===== src/rtl/riscv_ctrl_pkg.sv =====
// Shared encodings for the multi-cycle RV32I control path.
// Contents: opcode values, FSM state encodings, ALU operand/op selects,
// trap cause codes and the packed control-word struct driven by the FSM.
package riscv_ctrl_pkg;

   // Major opcodes (instr[6:0])
   localparam logic [6:0] OP_R      = 7'b0110011;
   localparam logic [6:0] OP_I      = 7'b0010011;
   localparam logic [6:0] OP_LOAD   = 7'b0000011;
   localparam logic [6:0] OP_STORE  = 7'b0100011;
   localparam logic [6:0] OP_BRANCH = 7'b1100011;

   // FSM state encodings; visible on state_out_o, so values are fixed
   localparam logic [3:0] ST_RESET     = 4'd0;
   localparam logic [3:0] ST_FETCH     = 4'd1;
   localparam logic [3:0] ST_DECODE    = 4'd2;
   localparam logic [3:0] ST_MEM_ADDR  = 4'd3;
   localparam logic [3:0] ST_MEM_READ  = 4'd4;
   localparam logic [3:0] ST_MEM_WB    = 4'd5;
   localparam logic [3:0] ST_MEM_WRITE = 4'd6;
   localparam logic [3:0] ST_EXEC_R    = 4'd7;
   localparam logic [3:0] ST_EXEC_I    = 4'd8;
   localparam logic [3:0] ST_ALU_WB    = 4'd9;
   localparam logic [3:0] ST_BRANCH    = 4'd10;
   localparam logic [3:0] ST_TRAP      = 4'd15;

   // ALU operand A select
   localparam logic [1:0] ALU_A_PC    = 2'b00;
   localparam logic [1:0] ALU_A_RS1   = 2'b01;
   localparam logic [1:0] ALU_A_OLDPC = 2'b10;

   // ALU operand B select
   localparam logic [1:0] ALU_B_RS2  = 2'b00;
   localparam logic [1:0] ALU_B_FOUR = 2'b01;
   localparam logic [1:0] ALU_B_IMM  = 2'b10;

   // ALU operation
   localparam logic [1:0] ALU_OP_ADD   = 2'b00;
   localparam logic [1:0] ALU_OP_SUB   = 2'b01;
   localparam logic [1:0] ALU_OP_FUNCT = 2'b10;

   // Trap causes
   localparam logic [1:0] CAUSE_NONE        = 2'b00;
   localparam logic [1:0] CAUSE_ILLEGAL     = 2'b01;
   localparam logic [1:0] CAUSE_MEM_TIMEOUT = 2'b10;

   typedef struct packed {
      logic       pc_write;
      logic       pc_write_cond;
      logic       pc_source;
      logic       ir_write;
      logic       i_or_d;
      logic       mem_req;
      logic       mem_write;
      logic       mem_to_reg;
      logic       reg_write;
      logic [1:0] alu_src_a;
      logic [1:0] alu_src_b;
      logic [1:0] alu_op;
      logic       instr_retired;
   } ctrl_t;

   // States in which the FSM holds a memory request open
   function automatic logic is_mem_state(logic [3:0] st);
      return (st == ST_FETCH) || (st == ST_MEM_READ) || (st == ST_MEM_WRITE);
   endfunction

endpackage


===== src/rtl/mem_wait_timer.sv =====
// Memory wait counter and timeout comparator.
// Counts cycles in which a request is outstanding without ready; clears on
// every FSM state change. timeout_o flags the last permitted wait cycle so the
// FSM can divert to TRAP instead of waiting another cycle.
// Ports:
//   clk_i, rst_ni  clock, async active-low reset
//   clear_i        FSM state is changing this cycle
//   busy_i         mem_req high and mem_ready low this cycle
//   timeout_o      wait limit reached while still busy
module mem_wait_timer #(
   parameter int unsigned MEM_WAIT_MAX = 15,
   parameter int unsigned WAIT_CNT_W   = 4
) (
   input  logic clk_i,
   input  logic rst_ni,
   input  logic clear_i,
   input  logic busy_i,
   output logic timeout_o
);

   localparam int unsigned LimitInt = (MEM_WAIT_MAX == 0) ? 0 : MEM_WAIT_MAX - 1;
   localparam logic [WAIT_CNT_W-1:0] Limit = WAIT_CNT_W'(LimitInt);

   logic [WAIT_CNT_W-1:0] wait_cnt_q, wait_cnt_d;

   always_comb begin
      wait_cnt_d = wait_cnt_q;
      if (clear_i) begin
         wait_cnt_d = '0;
      end else if (busy_i) begin
         wait_cnt_d = wait_cnt_q + 1'b1;
      end
   end

   always_ff @(posedge clk_i or negedge rst_ni) begin
      if (!rst_ni) begin
         wait_cnt_q <= '0;
      end else begin
         wait_cnt_q <= wait_cnt_d;
      end
   end

   // A ready arriving on the limit cycle deasserts busy_i, so it wins
   assign timeout_o = (MEM_WAIT_MAX != 0) && busy_i && (wait_cnt_q == Limit);

endmodule


===== src/rtl/multicycle_control.sv =====
// Main control FSM for the multi-cycle RV32I core.
// Sequences each instruction over 3-5 cycles through a shared ALU and a
// unified memory with a req/ready handshake. Illegal opcodes and memory wait
// timeouts enter a sticky TRAP state held until reset.
// Optional feature: define MULTICYCLE_PERF_CNT_EN to add cycle_count_o and
// retired_count_o performance counters.
// Ports:
//   clk_i, rst_ni       clock, async active-low reset
//   opcode_i            instr[6:0] from the instruction register
//   zero_i              ALU zero flag (branch resolved in the datapath)
//   mem_ready_i         memory completes the current access
//   pc_write_o ... alu_op_o   datapath control word
//   instr_retired_o     one-cycle completion pulse
//   trap_o, trap_cause_o  sticky trap flag and latched cause
//   state_out_o         current state, for debug
module multicycle_control #(
   parameter int unsigned MEM_WAIT_MAX = 15,
   parameter int unsigned WAIT_CNT_W   = 4,
   parameter int unsigned CNT_W        = 32
) (
   input  logic             clk_i,
   input  logic             rst_ni,
   input  logic [6:0]       opcode_i,
   input  logic             zero_i,
   input  logic             mem_ready_i,
   output logic             pc_write_o,
   output logic             pc_write_cond_o,
   output logic             pc_source_o,
   output logic             ir_write_o,
   output logic             i_or_d_o,
   output logic             mem_req_o,
   output logic             mem_write_o,
   output logic             mem_to_reg_o,
   output logic             reg_write_o,
   output logic [1:0]       alu_src_a_o,
   output logic [1:0]       alu_src_b_o,
   output logic [1:0]       alu_op_o,
   output logic             instr_retired_o,
   output logic             trap_o,
   output logic [1:0]       trap_cause_o,
   output logic [3:0]       state_out_o
`ifdef MULTICYCLE_PERF_CNT_EN
   ,
   output logic [CNT_W-1:0] cycle_count_o,
   output logic [CNT_W-1:0] retired_count_o
`endif
);

   import riscv_ctrl_pkg::*;

   logic [3:0] state_q, state_d;
   logic [1:0] trap_cause_q, trap_cause_d;
   logic [1:0] entry_cause;
   ctrl_t      ctrl;
   logic       mem_req;
   logic       timeout;

   // Branch outcome is applied by the datapath through pc_write_cond
   logic unused_zero;
   assign unused_zero = zero_i;

   // Kept separate from the main decode so the timer input has no path
   // through the next-state logic it feeds
   assign mem_req = is_mem_state(state_q);

   mem_wait_timer #(
      .MEM_WAIT_MAX(MEM_WAIT_MAX),
      .WAIT_CNT_W  (WAIT_CNT_W)
   ) u_mem_wait_timer (
      .clk_i    (clk_i),
      .rst_ni   (rst_ni),
      .clear_i  (state_d != state_q),
      .busy_i   (mem_req & ~mem_ready_i),
      .timeout_o(timeout)
   );

   always_comb begin
      ctrl        = '0;
      state_d     = state_q;
      entry_cause = CAUSE_NONE;
      case (state_q)
         ST_RESET: state_d = ST_FETCH;
         ST_FETCH: begin
            ctrl.mem_req   = 1'b1;
            ctrl.alu_src_a = ALU_A_PC;
            ctrl.alu_src_b = ALU_B_FOUR;
            ctrl.alu_op    = ALU_OP_ADD;
            if (mem_ready_i) begin
               ctrl.ir_write = 1'b1;
               ctrl.pc_write = 1'b1;
               state_d       = ST_DECODE;
            end else if (timeout) begin
               state_d     = ST_TRAP;
               entry_cause = CAUSE_MEM_TIMEOUT;
            end
         end
         ST_DECODE: begin
            // Speculative branch target into ALUOut
            ctrl.alu_src_a = ALU_A_OLDPC;
            ctrl.alu_src_b = ALU_B_IMM;
            ctrl.alu_op    = ALU_OP_ADD;
            case (opcode_i)
               OP_R:               state_d = ST_EXEC_R;
               OP_I:               state_d = ST_EXEC_I;
               OP_LOAD, OP_STORE:  state_d = ST_MEM_ADDR;
               OP_BRANCH:          state_d = ST_BRANCH;
               default: begin
                  state_d     = ST_TRAP;
                  entry_cause = CAUSE_ILLEGAL;
               end
            endcase
         end
         ST_MEM_ADDR: begin
            ctrl.alu_src_a = ALU_A_RS1;
            ctrl.alu_src_b = ALU_B_IMM;
            ctrl.alu_op    = ALU_OP_ADD;
            state_d        = (opcode_i == OP_STORE) ? ST_MEM_WRITE : ST_MEM_READ;
         end
         ST_MEM_READ: begin
            ctrl.mem_req = 1'b1;
            ctrl.i_or_d  = 1'b1;
            if (mem_ready_i) begin
               state_d = ST_MEM_WB;
            end else if (timeout) begin
               state_d     = ST_TRAP;
               entry_cause = CAUSE_MEM_TIMEOUT;
            end
         end
         ST_MEM_WB: begin
            ctrl.reg_write     = 1'b1;
            ctrl.mem_to_reg    = 1'b1;
            ctrl.instr_retired = 1'b1;
            state_d            = ST_FETCH;
         end
         ST_MEM_WRITE: begin
            ctrl.mem_req   = 1'b1;
            ctrl.mem_write = 1'b1;
            ctrl.i_or_d    = 1'b1;
            if (mem_ready_i) begin
               ctrl.instr_retired = 1'b1;
               state_d            = ST_FETCH;
            end else if (timeout) begin
               state_d     = ST_TRAP;
               entry_cause = CAUSE_MEM_TIMEOUT;
            end
         end
         ST_EXEC_R: begin
            ctrl.alu_src_a = ALU_A_RS1;
            ctrl.alu_src_b = ALU_B_RS2;
            ctrl.alu_op    = ALU_OP_FUNCT;
            state_d        = ST_ALU_WB;
         end
         ST_EXEC_I: begin
            ctrl.alu_src_a = ALU_A_RS1;
            ctrl.alu_src_b = ALU_B_IMM;
            ctrl.alu_op    = ALU_OP_FUNCT;
            state_d        = ST_ALU_WB;
         end
         ST_ALU_WB: begin
            ctrl.reg_write     = 1'b1;
            ctrl.instr_retired = 1'b1;
            state_d            = ST_FETCH;
         end
         ST_BRANCH: begin
            ctrl.alu_src_a     = ALU_A_RS1;
            ctrl.alu_src_b     = ALU_B_RS2;
            ctrl.alu_op        = ALU_OP_SUB;
            ctrl.pc_write_cond = 1'b1;
            ctrl.pc_source     = 1'b1;
            ctrl.instr_retired = 1'b1;
            state_d            = ST_FETCH;
         end
         ST_TRAP: state_d = ST_TRAP;
         // Unused encodings restart the sequencer
         default: state_d = ST_RESET;
      endcase
   end

   // Cause is captured only on the entry transition, never overwritten
   always_comb begin
      trap_cause_d = trap_cause_q;
      if ((state_q != ST_TRAP) && (state_d == ST_TRAP)) begin
         trap_cause_d = entry_cause;
      end
   end

   always_ff @(posedge clk_i or negedge rst_ni) begin
      if (!rst_ni) begin
         state_q      <= ST_RESET;
         trap_cause_q <= CAUSE_NONE;
      end else begin
         state_q      <= state_d;
         trap_cause_q <= trap_cause_d;
      end
   end

   assign pc_write_o      = ctrl.pc_write;
   assign pc_write_cond_o = ctrl.pc_write_cond;
   assign pc_source_o     = ctrl.pc_source;
   assign ir_write_o      = ctrl.ir_write;
   assign i_or_d_o        = ctrl.i_or_d;
   assign mem_req_o       = ctrl.mem_req;
   assign mem_write_o     = ctrl.mem_write;
   assign mem_to_reg_o    = ctrl.mem_to_reg;
   assign reg_write_o     = ctrl.reg_write;
   assign alu_src_a_o     = ctrl.alu_src_a;
   assign alu_src_b_o     = ctrl.alu_src_b;
   assign alu_op_o        = ctrl.alu_op;
   assign instr_retired_o = ctrl.instr_retired;
   assign trap_o          = (state_q == ST_TRAP);
   assign trap_cause_o    = trap_cause_q;
   assign state_out_o     = state_q;

`ifdef MULTICYCLE_PERF_CNT_EN
   logic [CNT_W-1:0] cycle_count_q, cycle_count_d;
   logic [CNT_W-1:0] retired_count_q, retired_count_d;

   always_comb begin
      cycle_count_d   = cycle_count_q;
      retired_count_d = retired_count_q;
      if ((state_q != ST_RESET) && (state_q != ST_TRAP)) begin
         cycle_count_d = cycle_count_q + 1'b1;
      end
      if (ctrl.instr_retired) begin
         retired_count_d = retired_count_q + 1'b1;
      end
   end

   always_ff @(posedge clk_i or negedge rst_ni) begin
      if (!rst_ni) begin
         cycle_count_q   <= '0;
         retired_count_q <= '0;
      end else begin
         cycle_count_q   <= cycle_count_d;
         retired_count_q <= retired_count_d;
      end
   end

   assign cycle_count_o   = cycle_count_q;
   assign retired_count_o = retired_count_q;
`else
   logic unused_cnt_w;
   assign unused_cnt_w = ^CNT_W;
`endif

endmodule


===== config.mk =====
export PLATFORM = sky130hd
export DESIGN_NAME = multicycle_control
export DESIGN_NICKNAME = d
export VERILOG_FILES = /design/src/rtl/riscv_ctrl_pkg.sv /design/src/rtl/mem_wait_timer.sv /design/src/rtl/multicycle_control.sv
export SDC_FILE = /design/constraint.sdc
export NUM_CORES = 1
export LEC_CHECK = 0
export BUFFER_PORTS_ARGS = -buffer_cell sky130_fd_sc_hd__buf_2
export CAP_MARGIN = 10
export CORE_MARGIN = 2
export CORE_UTILIZATION = 45
export CTS_CLUSTER_DIAMETER = 30
export DETAILED_ROUTE_END_ITERATION = 10
export PLACE_DENSITY = 0.73
export SYNTH_ARGS = -nofsm -noshare
export SYNTH_HDL_FRONTEND = slang
export SYNTH_SLANG_ARGS = --single-unit
export TNS_END_PERCENT = 20

===== constraint.sdc =====
create_clock -name clk_i -period 3.5 [get_ports clk_i]
set_clock_uncertainty 0.2 [all_clocks]
set_input_delay 0.875 -clock clk_i [delete_from_list [all_inputs] [get_ports clk_i]]
set_output_delay 0.875 -clock clk_i [all_outputs]
set_load 0.005 [all_outputs]

## Word-level counts from Yosys, hierarchy flattened

Index checks and enable logic that the tools add are counted.

| word-level totals | value |
|---|---|
| register bits | 10 |
| bits in latches | 0 |
| memory bits (writable) | 0 |
| memory bits (read-only) | 0 |
| bits of input ports | 11 |
| output and inout port bits | 23 |
| logic and storage cells | 63 |
| memories kept | 0 |

| cells by class | value |
|---|---|
| add/subtract/negate cells | 1 |
| multipliers | 0 |
| div/mod/pow operators | 0 |
| magnitude comparators | 0 |
| eq/ne operators | 20 |
| shift operators | 0 |
| multiplexer cells | 23 |
| bitwise gates (word level) | 2 |
| reductions and logical operators | 14 |

Operator list:

| kind | number |
|---|---|
| $pmux W6 S6 | 1 |
| $pmux W4 S8 | 1 |
| $eq A4 B4 Y1 const B | 6 |
| $mux W4 | 6 |
| $eq A4 B3 Y1 const B | 4 |
| $pmux W4 S4 | 1 |
| $eq A7 B6 Y1 const B | 2 |
| $eq A4 B2 Y1 const B | 2 |
| $mux W1 | 8 |
| $mux W2 | 4 |
| $reduce_or A2 Y1 | 4 |
| $eq A7 B2 Y1 const B | 1 |
| $eq A7 B5 Y1 const B | 1 |
| $eq A7 B7 Y1 const B | 1 |
| $reduce_or A3 Y1 | 2 |
| $reduce_or A5 Y1 | 1 |
| $add A4 B1 Y4 const B | 1 |
| $eq A4 B1 Y1 const B | 1 |
| $logic_not A4 Y1 | 1 |
| $ne A4 B4 Y1 | 1 |
| $ne A4 B4 Y1 const B | 1 |
| $pmux W2 S2 | 1 |
| $reduce_or A4 Y1 | 1 |
| $logic_and A1 B1 Y1 | 2 |
| 5 further kinds | 6 |

## Longest topological paths before layout

Gate-level depths: netlist of the first run.

| logic depth | value |
|---|---|
| depth in word-level cells | 10 |
| depth in mapped cells | 8 |
| mapped depth without buffers | 7 |

## Cells and area by module

Synthesis of the first run repeated with hierarchy kept, for this count alone.

| unflattened totals | value |
|---|---|
| cell total of the unflattened synthesis | 120 |
| area, all modules | 960.9 µm² |

By module, submodules not included:

| module | times used | cells each | area each (µm²) | sequential area each (µm²) |
|---|---|---|---|---|
| multicycle_control | 1 | 100 | 738.2 | 150.1 |
| mem_wait_timer | 1 | 20 | 222.7 | 100.1 |

## Least setup slack after synthesis of the first run

OpenSTA, ideal clock, no wires.

| path | value |
|---|---|
| path type | input port to output port |
| start point | in mem_ready_i |
| end point | out instr_retired_o |
| data arrival time | 1,443 ps |
| data required time | 2,425 ps |
| setup slack | 982 ps |
| cell stages on the path | 4 |
| buffers on the path | 1 |
| cell sequence | clkbuf_1 nand3_1 a21oi_1 or2_2 |

| between the ends | value |
|---|---|
| cells in the longest elaborated chain, start to end | 2 |

Ends and longest elaborated chain:

| element | RTL line | source |
|---|---|---|
| start: declaration | multicycle_control.sv:25 | `input logic mem_ready_i,` |
| $mux W1 | multicycle_control.sv:139 | `if (mem_ready_i) begin` |
| $pmux W1 S2 | multicycle_control.sv:81 | `case (state_q)` |
| end: declaration | multicycle_control.sv:38 | `output logic instr_retired_o,` |

No other way between the ends.

## Final worst setup path of the first run

| path | value |
|---|---|
| start point | reg state_q[2], in the netlist state_out_o[2] |
| end point | out instr_retired_o |

| between the ends | value |
|---|---|
| cells in the longest elaborated chain, start to end | 3 |

Ends and longest elaborated chain:

| element | RTL line | source |
|---|---|---|
| start: declaration | multicycle_control.sv:51 | `logic [3:0] state_q, state_d;` |
| start signal: assignment | multicycle_control.sv:192 | `state_q <= state_d;` |
| $eq A4 B4 Y1 or $eq A4 B3 Y1 (tied branches) | multicycle_control.sv:81 |  |
| $reduce_or A3 Y1 (no line) | - |  |
| $pmux W1 S2 * | multicycle_control.sv:81 |  |

Every way passes the cells marked *; elsewhere a longest branch is shown, timed or not.

==> results of run 1 <==
==> through the flow <==
stage / total power, uW / area [sq um] / hold WS (ps) / std cells / utilization
after floorplan: 636 / 975 / 272 / 117 / -
after global routing: 937 / 1130 / 256 / 171 / 0.564
after CTS: 850 / 1130 / 266 / 171 / 0.564
after detailed placement: 776 / 1110 / 274 / 168 / 0.553
after global placement: 757 / 1110 / 265 / 168 / 0.553
final: 851 / 1130 / 262 / 171 / 0.564
==> cells by family after synthesis <==
logic type                 count (synthesis)  share of synthesized area
adders and majority gates                  2                     0.0257
buffers and inverters                     17                     0.0988
muxes                                      1                     0.0116
AOI/OAI and AO/OA                         34                      0.272
xor gates and xnor gates                   4                     0.0360
DFF                                       10                      0.257
and+or+nand+nor                           49                      0.299
==> state kept, by name, summed over array words and instances (netlist names) <==
name and flops:
state_out_o 4, trap_cause_o 2, u_mem_wait_timer.wait_cnt_q 4
==> worst reg2reg max path, delay by kind of cell (launching register included) <==
kind             cells  cell delay [ps]
flip-flops           1              800
AND/OR/NAND/NOR      3              660
AO/OA/AOI/OAI        2              740
==> cell usage in the layout (no fill, tap or decap), drive strengths merged, types with 5 or more instances in the layout <==
master and count:
a21oi 8, buf 32, dfrtp 10, inv 8, nand2 6, nand3 6, nor2 11, nor3 9
o21ai 5
==> metal layers <==
metal,vias up,GRT usage,part of all wire
met5,-,0,0
met4,0,0.0315,0.0013
met3,2,0.0506,0.053
met2,31,0.362,0.49
met1,469,0.264,0.46
li1,486,-,-
==> area by class of cell <==
| class | instances | area [sq um] |
|---|---|---|
| multi-input cells | 90 | 628 |
| well taps | 27 | 33.8 |
| fillers | 196 | 872 |
| repair buffers | 32 | 160 |
| inverters | 9 | 35.0 |
| flip-flops and latches | 10 | 250 |
| clock buffers | 3 | 22.5 |
==> power by group through the flow <==
stage                     Clock (uW)  Sequential (uW)  Combinational (uW)
after floorplan                    0              183                 453
after global placement             0              251                 506
after detailed placement           0              255                 522
after CTS                       74.8              251                 524
after global routing            83.4              264                 589
final                           72.5              255                 523
==> final timing paths <==
check	end	depth (start not counted)	slack, ps
setup reg to reg	u_mem_wait_timer.wait_cnt_q[3]$_DFFE_PN0P_	5	1020
setup / recovery	instr_retired_o	5	560
hold reg to reg	trap_cause_o[1]$_DFFE_PN0P_	1	290
hold / removal	trap_cause_o[1]$_DFFE_PN0P_	1	260
max in group asynchronous	u_mem_wait_timer.wait_cnt_q[3]$_DFFE_PN0P_	1	2660
min in group clk_i	trap_cause_o[1]$_DFFE_PN0P_	1	290
==> results_dict.tcl, run 1 <==
set metrics [dict create \
    worst_path_largest_cell_delay_ps 710 \
    path_clk_slew_ps 60 \
    reg2reg_from "state_out_o[0]$_DFF_PN0_" \
    vias 988 \
    netSwitchingFraction 0.504 \
    cts_root_buffer "clkbuf_4" \
    ant_nets 0 \
    cp_num_buf_inv 2 \
    die_y_um 50.5 \
    numClockSinks 10 \
    synth-seq-area-share 0.257 \
    start_util 0.487 \
    yosys_warnings 0 \
    period_needed_ps 2940 \
    final_max_slew_viol_count 0 \
    antenna_found_initial 0 \
    cts_tree "built" \
    drc 0 \
    drt_iter0_drc 14 \
    hp-class "in2async" \
    status "completed" \
    p_int_uw 422 \
    io_buffers 32 \
    synth_edf_count 0 \
    netlist_area_sq_um 975 \
    post-place-ws_ps 831 \
    drt-pass1-iter-count 4 \
    path_class "reg2out" \
    grt_pass1_vias 934 \
    syn_inst 117 \
    synth.distinct_cells 54 \
    grt_pass1_wl_mm 4.14 \
    hold_viol_final 0 \
    pwr-share-seq 0.300 \
    p_comb_frac 0.615 \
    clkLatencyLatePin_ps 250 \
    worst_pin_slew_ps 712 \
    required_ps 2420 \
    vias_per_cell 5.78 \
    period_share 0.841 \
    slowest_stage "dfrtp_1" \
    syn-num-nets 130 \
    path_cells "inv_1, nand2_1, a21oi_1, or2_2, buf_2" \
    path_max_fanout 16 \
    layout.nets 159 \
    critPathCaptureType "output pin" \
    dp_hpwl_mm 1.78 \
    syn-mean-instance-area_sq_um 8.33 \
    area_growth_pct 15.9 \
    synth_top_area_cell "dfrtp_1" \
    async_flop_share 1.00 \
    finalSetupViolCount 0 \
    die_x_um 50.5 \
    cts_hold_buf 0 \
    grt_overflow 0 \
    cap_violations 0 \
    slew_headroom 0.525 \
    cp-startpoint "state_out_o[2]$_DFF_PN0_" \
    netlist_top_cells_area "dfrtp_1, nor3_1, a21oi_1, nor2_1, buf_6" \
    htreeDepth 1 \
    leakage_uw 0.000542 \
    synthTopCellsByCount "dfrtp_1, nor2_1, nor3_1, a21oi_1" \
    gp_routability_congestion 0.881 \
    cts_max_path_buffers 2 \
    ctsResizeCount 0 \
    cp.arrival_ps 1870 \
    worst_slack_ps 556 \
    row_count 16 \
    wl_per_cell_um 13.6 \
    yosys_register_bits 10 \
    max_freq_mhz 340 \
    core_sq_um 2000 \
    cp_top_family "flip-flops" \
    diodes 0 \
    grt_start_max_net_pins 22 \
    synthFlopType "dfrtp_1" \
    ios 34 \
    fp.dieArea_sq_um 2550 \
    grt_setup_unrepaired "false" \
    cts_buffers 3 \
    grt_use_total 0.208 \
    tns_ps 0 \
    netlist.area_leader.share 0.257 \
    powerDensity_nw_per_um2 753 \
    drive_gt1_frac 0.375 \
    cp-start-kind "flip-flop" \
    pwr-share-clk 0.085 \
    cts_setup_buffers 0 \
    wl_mm 2.32 \
    peakVddDrop_v 0.000389 \
    p_sw_uw 428 \
]
(Power assumes the default switching activity.)
==> run 2, diff against run 1 <==
- clock period: 3.5 -> 2.8 ns (I/O delays scaled with it)
==> run 2 against run 1 <==
- final area increased by 2.5%
- total power increased by 33%
- highest routed layer unchanged
- core utilization up 1.4 points
- via count increased by 2.7%
- critical path depth stayed put
- clock power rose by 82%
- register-to-register slack worse by 570 ps
- wire length is 6.9% higher
- global-route usage grew 1.1 points
- cell count increased by 1.8%
- largest cell class unchanged
==> results_dict.tcl, run 2 (synthesis results as in run 1) <==
set metrics [dict create \
    ant_nets 0 \
    mostFrequentLayoutCell "buf_2" \
    leakage_uw 0.000559 \
    fp.dieArea_sq_um 2550 \
    drt_iter0_drc 25 \
    multi_input_area_sq_um 628 \
    mostFrequentLayoutCells "buf_2, nor2_1, dfrtp_1" \
    core_sq_um 2000 \
    powerDensity_nw_per_um2 978 \
    gp_routability_congestion 0.877 \
    cts_max_path_buffers 2 \
    cts_hold_buf 0 \
    grt_start_max_net_pins 15 \
    final_max_slew_viol_count 0 \
    cts_buffers 3 \
    grt_overflow 0 \
    io_buffers 32 \
    wl_per_cell_um 14.3 \
    diodes 0 \
    finalHoldWorstSlack_ps 64.5 \
    seq_area_sq_um 250 \
    cts_setup_buffers 0 \
    clkLatencyLatePin_ps 280 \
    hp-class "in2async" \
    vias_per_cell 5.83 \
    critPathCaptureType "output pin" \
    slew_headroom 0.624 \
    hold_viol_final 0 \
    tns_ps 0 \
    required_ps 1900 \
    period_share 0.950 \
    cp-start-kind "flip-flop" \
    area_growth_pct 18.9 \
    dp_hpwl_mm 1.91 \
    path_clk_slew_ps 60 \
    cts_tree "built" \
    status "completed" \
    grt_setup_unrepaired "false" \
    cap_violations 0 \
    htreeDepth 1 \
    grt_pass1_wl_mm 4.26 \
    period_needed_ps 2660 \
    layout.nets 161 \
    path_class "reg2out" \
    worst_pin_slew_ps 558 \
    peakVddDrop_v 0.000529 \
    cp.arrival_ps 1760 \
    fin_util 0.579 \
    drive_gt1_frac 0.388 \
    grt_use_total 0.219 \
    ios 34 \
    grt_pass1_vias 1005 \
    finalSetupViolCount 0 \
    cts_root_buffer "clkbuf_4" \
    vias 1015 \
    path_max_fanout 14 \
    drt-pass1-iter-count 4 \
    drc 0 \
    row_count 16 \
    die_x_um 50.5 \
    die_y_um 50.5 \
    numClockSinks 10 \
    max_freq_mhz 376 \
    fillers 187 \
    start_util 0.487 \
    wl_mm 2.48 \
    antenna_found_initial 0 \
    ctsResizeCount 0 \
]
-- run 2: changes by cell type in the layout (fill, tap and decap cells not counted) --
cell | previous run | this run
buf_4 | 0 | 2
clkbuf_8 | 0 | 1
-- run 2: metal layers --
metal  vias to the layer above  global-route usage  wire [um]
met3                         5              0.0446        146
met2                        42               0.388       1200
li1                        492                   -          -
met5                         -                   0          0
met4                         0              0.0946         41
met1                       476               0.253       1100
-- run 2: worst paths after layout --
path	startpoint	to	slack, ps	depth (start not counted)
setup / recovery	state_out_o[3]$_DFF_PN0_	instr_retired_o	140	5
hold / removal	rst_ni	trap_cause_o[0]$_DFFE_PN0P_	60	1
max in group asynchronous	rst_ni	u_mem_wait_timer.wait_cnt_q[2]$_DFFE_PN0P_	2150	1
min in group clk_i	trap_cause_o[1]$_DFFE_PN0P_	trap_cause_o[1]$_DFFE_PN0P_	280	1
hold reg to reg	trap_cause_o[1]$_DFFE_PN0P_	trap_cause_o[1]$_DFFE_PN0P_	280	1
setup reg to reg	state_out_o[0]$_DFF_PN0_	u_mem_wait_timer.wait_cnt_q[3]$_DFFE_PN0P_	450	5
-- run 2: final cells by class --
cell class,instances,area share
repair buffers,34,0.151
clock buffers,4,0.0313
well taps,27,0.0292
flip-flops and latches,10,0.216
multi-input cells,90,0.542
inverters,9,0.0302
-- run 2: per-stage QoR --
stage                     total power (uW)  instances  setup WS, ps  area, sq um
after floorplan                        795        117           576          975
after global placement                 965        170           367         1120
after detailed placement               997        170           224         1120
after CTS                             1130        174           151         1160
after global routing                  1230        174          10.7         1160
final                                 1130        174           140         1160
-- run 2: power by group --
group          switching [uW]  internal (uW)
clock                    52.4           79.2
sequential                116            181
combinational             391            313
total                     560            573
-- run 2: critical path, cell delays in order, from the launching register on --
cell,delay (ps)
dfrtp_1,630
inv_1,260
nand3_1,130
a21oi_1,70
or2_2,260
buf_2,130
==> run 3, diff against run 2 <==
- SYNTH_HIERARCHICAL: unset -> 1
==> run 3 against run 2 <==
- die area down 1.3%
- first-iteration DRC count decreased by 56%
- worst setup slack worse by 350 ps
- the flow now finishes with violations (negative setup slack)
- highest routed layer unchanged
- core utilization rose by 10 points
- worst hold slack improved by 24 ps
- wire length is 2.7% lower
- clock-buffer cell count is 1 lower
- non-clock buffer count is 15 higher
- synthesized cell count up 2.6%
==> results_dict.tcl, run 3 <==
set metrics [dict create \
    worst_slack_ps -206 \
    core_sq_um 1980 \
    hp-class "in2async" \
    fp.dieArea_sq_um 2520 \
    path_cells "nand2b_4, nor3_4, or2_4, nor2b_4, and4_4, nor2_1, or4_1, o41ai_2, or3_4, xor2_1, or4_4, nor2b_1, mux2_4" \
    cts_max_path_buffers 2 \
    antenna_found_initial 0 \
    wl_mm 2.41 \
    worst_pin_slew_ps 304 \
    grt_start_max_net_pins 18 \
    syn_inst 120 \
    p_comb_frac 0.755 \
    pwr-share-clk 0.071 \
    grt_setup_unrepaired "true" \
    leakage_uw 0.000659 \
    period_needed_ps 3010 \
    grt_use_total 0.208 \
    required_ps 2800 \
    synth-seq-area-share 0.260 \
    final_max_slew_viol_count 0 \
    ios 34 \
    critPathCaptureType "flip-flop" \
    netSwitchingFraction 0.435 \
    diodes 0 \
    async_flop_share 1.00 \
    slowest_stage "or4_4" \
    path_max_fanout 5 \
    cp_top_family "simple AND/OR/NAND/NOR gates" \
    start_util 0.485 \
    hold_viol_final 0 \
    netlist_area_sq_um 961 \
    cts_tree "built" \
    yosysMostFrequentCell "nor2_1" \
    cp-start-kind "flip-flop" \
    violations "negative setup slack" \
    period_share 1.07 \
    synth_top_area_cell "dfrtp_1" \
    cts_setup_buffers 0 \
    p_int_uw 744 \
    gp_routability_congestion 0.761 \
    synthFlopType "dfrtp_1" \
    report.power.total_uw 1320 \
    vias_per_cell 5.39 \
    synth_edf_count 0 \
    max_freq_mhz 333 \
    yosys_warnings 6 \
    grt_pass1_vias 987 \
    numClockSinks 10 \
    peakVddDrop_v 0.000702 \
    cts_root_buffer "clkbuf_4" \
    area_growth_pct 40.0 \
    clkLatencyLatePin_ps 260 \
    worst_path_largest_cell_delay_ps 460 \
    wl_per_cell_um 12.7 \
    stdcell_area_sq_um 1350 \
    netlist_top_cells_area "dfrtp_1, nor2_1, nand2b_1, nor2b_1, a21oi_1" \
    path_clk_slew_ps 60 \
    drt-pass1-iter-count 4 \
    cap_violations 0 \
    path_class "reg2reg" \
    cts_buffers 3 \
    fillers 168 \
    vias 1024 \
    drive_gt1_frac 0.479 \
    status "complete, but fails checks" \
    netlist.area_leader.share 0.260 \
    dp_hpwl_mm 1.89 \
    row_count 16 \
    cp_num_buf_inv 0 \
    htreeDepth 1 \
    die_y_um 50.2 \
    grt_overflow 0 \
    mostFrequentLayoutCell "buf_2" \
    io_buffers 32 \
    layout.nets 178 \
    slew_headroom 0.795 \
    dpl_cell_area_sq_um 1280 \
    die_x_um 50.2 \
    yosys_register_bits 10 \
    finalNonFillerCells 190 \
    finalHoldWorstSlack_ps 88.2 \
    ant_nets 0 \
    placedCellCount 187 \
    finalSetupViolCount 4 \
    grt_pass1_wl_mm 4.07 \
    syn-mean-instance-area_sq_um 8.01 \
    synthTopCellsByCount "nor2_1, dfrtp_1, nand2b_1, nand2_1, nor2b_1" \
    synth.distinct_cells 48 \
    cp.arrival_ps 3010 \
    syn-num-nets 133 \
    drc 0 \
    mostFrequentLayoutCells "buf_2, buf_4, nor2_1" \
    powerDensity_nw_per_um2 979 \
    p_sw_uw 573 \
    pwr-share-seq 0.174 \
    drt_iter0_drc 11 \
]
-- run 3: cell count changes after synthesis, sizes merged, moves of 4 or more --
cell	previous run	this run
nand2b	2	11
nor3	9	1
nor2b	1	8
nand3	6	1
nor2	11	16
inv	8	4
-- run 3: worst register-to-register path, cell delays in order, from the launching register on --
cell	delay, ps
dfrtp_1	370
nand2b_4	150
nor3_4	170
or2_4	140
nor2b_4	140
and4_4	250
nor2_1	40
or4_1	410
o41ai_2	80
or3_4	200
xor2_1	60
or4_4	460
nor2b_1	130
mux2_4	150
-- run 3: power by group through the flow --
stage	clock network, uW	registers, uW	logic, uW
3_5_place_dp	0	229	945
5_1_grt	105	234	1080
3_3_place_gp	0	227	907
2_1_floorplan	0	235	630
4_1_cts	97.0	227	975
6_report	93.6	230	993
-- run 3: per-layer routing --
| metal | GRT usage | vias to the layer above | wire length [um] |
|---|---|---|---|
| met5 | 0 | - | 0 |
| met4 | 0.0602 | 0 | 43 |
| met3 | 0.0655 | 6 | 149 |
| met2 | 0.373 | 37 | 1170 |
| met1 | 0.232 | 477 | 1050 |
| li1 | - | 504 | - |
-- run 3: area by class of cell --
| cell class | instances | area [sq um] | share of cell area |
|---|---|---|---|
| multi-input cells | 97 | 732 | 0.544 |
| well taps | 27 | 33.8 | 0.0251 |
| repair buffers | 49 | 292 | 0.217 |
| flip-flops and latches | 10 | 250 | 0.186 |
| clock buffers | 3 | 22.5 | 0.0167 |
| inverters | 4 | 15.0 | 0.0112 |
-- run 3: cell families after synthesis --
logic type | after synthesis | synth area share
mux | 2 | 0.0273
compound gates | 30 | 0.216
simple gates | 59 | 0.358
fa+ha+maj | 2 | 0.0260
xor+xnor | 4 | 0.0365
buf+inv | 13 | 0.0755
flops | 10 | 0.260
-- run 3: path summary, 6_finish.rpt --
check | startpoint | end | slack [ps] | cells past startpoint
max | state_out_o[1]$_DFF_PN0_ | u_mem_wait_timer/wait_cnt_q[3]$_DFFE_PN0P_ | -210 | 13
min | rst_ni | state_out_o[2]$_DFF_PN0_ | 90 | 1
max reg2reg | state_out_o[1]$_DFF_PN0_ | u_mem_wait_timer/wait_cnt_q[3]$_DFFE_PN0P_ | -210 | 13
min reg2reg | trap_cause_o[0]$_DFFE_PN0P_ | trap_cause_o[0]$_DFFE_PN0P_ | 280 | 1
max in group asynchronous | rst_ni | trap_cause_o[1]$_DFFE_PN0P_ | 2120 | 1
min in group clk_i | trap_cause_o[0]$_DFFE_PN0P_ | trap_cause_o[0]$_DFFE_PN0P_ | 280 | 1
-- run 3: repair_timing --
item                       in CTS  in global routing
setup endpoints to repair       4                  4
gates resized for setup         3                  5
pin swaps                       1                  0
hold buffers                    0                  0
-- run 3: per-stage QoR --
step	setup TNS, ps	setup WS, ps	utilization
finish	-438	-206	0.679
floorplan	-791	-294	-
detailed placement	-539	-241	0.646
global placement	-263	-156	0.646
global route	-786	-277	0.679
CTS	-556	-239	0.668
